### config.mk
export PLATFORM = sky130hd
export DESIGN_NAME = proc_hazard_unit
export DESIGN_NICKNAME = d
export VERILOG_FILES = /design/src/rtl/proc_hazard_unit.sv
export SDC_FILE = /design/constraint.sdc
export NUM_CORES = 1
export LEC_CHECK = 0
export CORE_MARGIN = 2
export CORE_UTILIZATION = 38
export DETAILED_ROUTE_END_ITERATION = 6
export HOLD_SLACK_MARGIN = 0.03
export PLACE_DENSITY_LB_ADDON = 0.3
export SYNTH_ARGS = -nofsm -noshare
export SYNTH_HDL_FRONTEND = slang
export SYNTH_SLANG_ARGS = --single-unit
### constraint.sdc
create_clock -name clk -period 2.9 [get_ports clk]
set_input_delay 0.435 -clock clk [delete_from_list [all_inputs] [get_ports clk]]
set_output_delay 0.435 -clock clk [all_outputs]
set_load 0.02 [all_outputs]
### src/rtl/proc_hazard_unit.sv
`default_nettype none
// ============================================================================
// Module   : proc_hazard_unit
// Purpose  : Stall / squash / bypass controller for an in-order pipeline with
//            NSTAGES post-decode stages. Optional perf counters are enabled
//            by defining PROC_HAZARD_PERF_EN.
// Revision : 1.0 - initial release
// ============================================================================
module proc_hazard_unit #(
  parameter int NSTAGES  = 3,
  parameter int NREGS    = 32,
  parameter int MAX_XLAT = 8
) (
  input  logic                           clk,
  input  logic                           rst,
  input  logic                           val_D,
  input  logic                           rs1_en_D,
  input  logic                           rs2_en_D,
  input  logic [$clog2(NREGS)-1:0]       rs1_D,
  input  logic [$clog2(NREGS)-1:0]       rs2_D,
  input  logic [$clog2(NREGS)-1:0]       rd_D,
  input  logic                           wen_D,
  input  logic [$clog2(NSTAGES+1)-1:0]   avail_D,
  input  logic [$clog2(MAX_XLAT+1)-1:0]  xlat_D,
  input  logic                           redirect_D,
  input  logic                           redirect_X,
  input  logic                           mem_wait,
  output logic                           reg_en_F,
  output logic                           reg_en_D,
  output logic                           reg_en_X,
  output logic                           squash_F,
  output logic                           squash_D,
  output logic [$clog2(NSTAGES+1)-1:0]   op1_byp_sel_D,
  output logic [$clog2(NSTAGES+1)-1:0]   op2_byp_sel_D,
  output logic                           x_busy,
  output logic [31:0]                    stall_cnt,
  output logic [31:0]                    squash_cnt
);

  localparam int c_aw = $clog2(NREGS);
  localparam int c_sw = $clog2(NSTAGES+1);
  localparam int c_lw = $clog2(MAX_XLAT+1);

  // In-flight entries: index 1 = X ... NSTAGES = W
  logic [NSTAGES:1]  r_val;
  logic [NSTAGES:1]  r_wen;
  logic [c_aw-1:0]   r_rd    [1:NSTAGES];
  logic [c_sw-1:0]   r_avail [1:NSTAGES];
  logic [c_lw-1:0]   r_xcnt;

  logic [NSTAGES:1]  w_match1;
  logic [NSTAGES:1]  w_match2;
  logic [c_sw-1:0]   w_sel1;
  logic [c_sw-1:0]   w_sel2;
  logic              w_raw1;
  logic              w_raw2;
  logic              w_hit1;
  logic              w_hit2;

  // Asserted reset masks the request inputs so outputs show their idle values
  logic w_val_D;
  logic w_freeze;
  logic w_hold_X;
  logic w_stall_D;
  logic w_squash_D;
  logic w_accept;

  assign w_val_D  = val_D & rst;
  assign w_freeze = mem_wait & rst;
  assign w_hold_X = (r_xcnt != '0);

  genvar gk;
  generate
    for (gk = 1; gk <= NSTAGES; gk++) begin : g_match
      assign w_match1[gk] = r_val[gk] & r_wen[gk] & (r_rd[gk] == rs1_D) & (r_rd[gk] != '0);
      assign w_match2[gk] = r_val[gk] & r_wen[gk] & (r_rd[gk] == rs2_D) & (r_rd[gk] != '0);
    end
  endgenerate

  // Only the youngest (lowest-index) matching producer decides the outcome
  always_comb begin
    w_sel1 = '0;
    w_sel2 = '0;
    w_raw1 = 1'b0;
    w_raw2 = 1'b0;
    w_hit1 = 1'b0;
    w_hit2 = 1'b0;
    for (int k = 1; k <= NSTAGES; k++) begin
      if (!w_hit1 && w_match1[k]) begin
        w_hit1 = 1'b1;
        if (r_avail[k] <= c_sw'(k)) w_sel1 = c_sw'(k);
        else                        w_raw1 = 1'b1;
      end
      if (!w_hit2 && w_match2[k]) begin
        w_hit2 = 1'b1;
        if (r_avail[k] <= c_sw'(k)) w_sel2 = c_sw'(k);
        else                        w_raw2 = 1'b1;
      end
    end
  end

  assign w_stall_D  = w_val_D & ((rs1_en_D & w_raw1) | (rs2_en_D & w_raw2));
  assign w_squash_D = redirect_X & rst & ~w_freeze & ~w_hold_X;
  assign w_accept   = w_val_D & ~w_stall_D & ~w_squash_D;

  assign op1_byp_sel_D = (w_val_D & rs1_en_D) ? w_sel1 : '0;
  assign op2_byp_sel_D = (w_val_D & rs2_en_D) ? w_sel2 : '0;

  // A squash in X overrides a pending load-use stall in D
  assign reg_en_X = ~(w_freeze | w_hold_X);
  assign reg_en_D = ~(w_freeze | w_hold_X | (w_stall_D & ~w_squash_D));
  assign reg_en_F = reg_en_D;
  assign squash_D = w_squash_D;
  assign squash_F = w_squash_D |
                    (w_val_D & redirect_D & ~w_stall_D & ~w_freeze & ~w_hold_X);
  assign x_busy   = w_hold_X;

  always_ff @(posedge clk or negedge rst) begin
    if (!rst) begin
      r_val  <= '0;
      r_wen  <= '0;
      r_xcnt <= '0;
      for (int k = 1; k <= NSTAGES; k++) begin
        r_rd[k]    <= '0;
        r_avail[k] <= '0;
      end
    end else if (!w_freeze) begin
      for (int k = 2; k <= NSTAGES; k++) begin
        r_val[k]   <= (w_hold_X && k == 2) ? 1'b0 : r_val[k-1];
        r_wen[k]   <= r_wen[k-1];
        r_rd[k]    <= r_rd[k-1];
        r_avail[k] <= r_avail[k-1];
      end
      if (w_hold_X) begin
        r_xcnt <= r_xcnt - c_lw'(1);
      end else begin
        r_val[1]   <= w_accept;
        r_wen[1]   <= wen_D;
        r_rd[1]    <= rd_D;
        r_avail[1] <= avail_D;
        r_xcnt     <= (w_accept && xlat_D > c_lw'(1)) ? xlat_D - c_lw'(1) : '0;
      end
    end
  end

`ifdef PROC_HAZARD_PERF_EN
  logic [31:0] r_stall_cnt;
  logic [31:0] r_squash_cnt;

  always_ff @(posedge clk or negedge rst) begin
    if (!rst) begin
      r_stall_cnt  <= '0;
      r_squash_cnt <= '0;
    end else begin
      if (!reg_en_D && r_stall_cnt != 32'hFFFF_FFFF)
        r_stall_cnt <= r_stall_cnt + 32'd1;
      if ((squash_D || squash_F) && r_squash_cnt != 32'hFFFF_FFFF)
        r_squash_cnt <= r_squash_cnt + 32'd1;
    end
  end

  assign stall_cnt  = r_stall_cnt;
  assign squash_cnt = r_squash_cnt;
`else
  assign stall_cnt  = '0;
  assign squash_cnt = '0;
`endif

endmodule
`default_nettype wire

==> results.cfg <==
[status]
outcome = finished, violations left
violations = negative setup slack

[drt]
wl_um = 5335
antenna_left = 0
drtIter0Drc = 73
via_per_inst = 4.449
vias = 1913
firstDrtPassIters = 4
wl_per_cell_um = 12.41
drc = 0

[die]
die-area_um2 = 6783
fp.dieW_um = 82.36
io_pins = 104
rows = 28
initial_utilization_pct = 39.41
core_um2 = 5921
die_h_um = 82.36

[timing]
min_period_ps = 3022
setup_slack_ps = -121.9
worstMarginPinSlew_ps = 524.0
period_share_pct = 104.2
setup_viol = 5
fin_skew_ps = 2.992
grt_setup_unrepaired = yes
fmax_mhz = 330.9
slew_headroom_pct = 64.62
finalMaxSlewViolations = 0
hold_viol_final = 0

[place]
placed_area_um2 = 2892
place_inst = 415
place_ws_ps = -565.1
dp_hpwl_um = 4184
gp_congestion = 0.8276
numPortBuffers = 39

[power]
pwr_density_cell_nw_per_um2 = 706.6
ir_drop_uv = 435.6
total_power_mw = 2.200
leakagePower_nw = 1.515

[critical_path]
rr_worst_depth = 9
start_kind = register
worstPathMaxFanout = 2
worstPathRequired_ps = 2470
crit_arrival_ps = 2590
endpoint_kind = primary output
path_class = register to primary output

[clock_network]
cts_buffers = 5
ctsHoldBuffers = 0
clock-sinks = 29
clock_latency_ps = 280
cts-root-buf = clkbuf_8
tritoncts = built
htree_levels = 2
clockBufferDepth = 2
clkSlewWorstSetupHoldPaths_ps = 60

[synthesis]
yosysSeqAreaShare_pct = 31.10
synth.distinct_cells = 40
ys_ff_latch = 29
netlist_instances = 262
synth_edf_count = 0
ys.flop_type = dfrtp_1
yosys_warnings = 0
synth_area_per_cell_um2 = 8.906
syn_area_um2 = 2333
async_reset_ff_share_pct = 100.0

[worst_hold_path]
min_path_cells = 2
hp-class = register to register

[global_routing]
antenna_found_initial = 0
grt_first_pass_wirelength_um = 8549
grt_overflow = 0
grt_max_degree = 21
first_global_vias = 1773
grt.total_usage_pct = 16.73

[flow_run]
drv_cap = 0

[layout]
fin_cells = 430
final_area_um2 = 3114
syn_to_final_growth_pct = 33.46
diodes = 0
fin_util_pct = 52.60
fin_nets = 388
final_layout_size_suffix_gt1_share_pct = 29.01
-- critical path: stages (launching register included) --
cell and delay [ps]:
dfrtp_1 380, or4_4 550, o211ai_2 190, buf_4 140, nor3_2 40, a311o_1 340
or2_4 250, buf_6 120, a21oi_4 140, buf_6 140
-- per-stage QoR --
step	TNS, ps	hold slack [ps]
after floorplan	0	139.4
after global placement	-3108	459.1
after detailed placement	-3133	459.2
after CTS	-231.1	474.9
after global routing	-777.6	514.6
final	-394.4	471.7
-- final timing paths --
check                           start          to  slack, ps
setup / recovery             r_rd[14]    reg_en_D       -120
hold reg to reg            r_avail[4]  r_avail[4]        470
max in group asynchronous         rst    r_wen[2]       1970
hold / removal             r_avail[4]  r_avail[4]        470
setup reg to reg             r_rd[14]   r_xcnt[0]        180
min in group asynchronous         rst   r_xcnt[3]        680
-- routing by layer --
metal	vias up	share of wire, %	GRT usage [%]
met1	896	44	21.33
met5	-	0	0
met4	0	1.2	5.667
met2	74	49	27.74
met3	6	5.3	3.913
li1	937	-	-
-- timing repair --
item | 4_1_cts | 5_1_grt
resized for setup | 45 | 17
pin swaps | 6 | 12
endpoints found under the setup margin | 7 | 9
buffers inserted | 3 | 5
-- final cells by class --
cell class	count	area [um2]
clock buffers	7	86.33
fillers	555	2806
inverters	7	26.28
multi-input cells	219	1394
flip-flops and latches	29	725.7
well taps	75	93.84
repair buffers	93	788.3
-- synth_stat cells, types with 2 or more instances --
master	instances	area share, %
buf_4	65	21
nand2_1	38	6.1
dfrtp_1	29	31
xnor2_1	20	7.5
mux2_2	16	7.7
xor2_1	11	4.1
nor2_1	9	1.4
inv_1	7	1.1
nand3_1	7	1.5
or4_1	7	2.3
a21oi_1	6	1.3
nor3_1	6	1.3
clkbuf_1	4	0.64
ha_1	3	1.6
and2_1	2	0.54
and3_1	2	0.54
nand4_1	2	0.54
nor3b_1	2	0.64
nor4_1	2	0.54
o211ai_1	2	0.64
o211ai_2	2	1.1
o41ai_1	2	0.75
-- sequential cells by signal, indices dropped and copies added (netlist names) --
signal   cells
r_avail      4
r_xcnt       4
r_wen        3
r_rd        15
r_val        3
-- cell usage in the layout, fill, tap and decap left out, types with 2 or more instances in the layout --
cell type / Yosys / final
inv_1: 7 / 7
ha_1: 3 / 3
o41ai_1: 2 / 2
or4_1: 7 / 4
and2_1: 2 / 2
and3_1: 2 / 2
nor2_1: 9 / 8
nor3_2: 0 / 2
buf_4: 65 / 54
o211ai_2: 2 / 2
o211ai_1: 2 / 2
nor3_1: 6 / 4
conb_1: 1 / 64
clkdlybuf4s50_1: 0 / 26
dfrtp_1: 29 / 29
dlygate4sd2_1: 0 / 5
mux2_2: 16 / 15
a21oi_1: 6 / 5
xnor2_1: 20 / 20
clkbuf_8: 0 / 6
nand3_1: 7 / 7
nand2_1: 38 / 38
nand4_1: 2 / 2
or4_4: 1 / 4
buf_6: 0 / 5
xor2_1: 11 / 11
-- where the power goes --
part	internal [mW]	total (mW)	leakage [nW]	switching, mW
Clock	0.188	0.337	0.0443	0.149
Sequential	0.583	0.704	0.367	0.122
Combinational	0.581	1.16	1.10	0.578
-- cells by family (layout without fill, tap and decap cells) --
family,count (synthesis),count (layout),share of synthesized area (%)
flops,29,29,31.10
fa+ha+maj,3,3,1.609
compound gates,20,20,6.702
other cells,1,64,0.1607
xor+xnor,31,31,11.64
buf+inv,77,107,22.90
simple gates,85,85,18.18
mux,16,16,7.721
(Power assumes the default switching activity.)
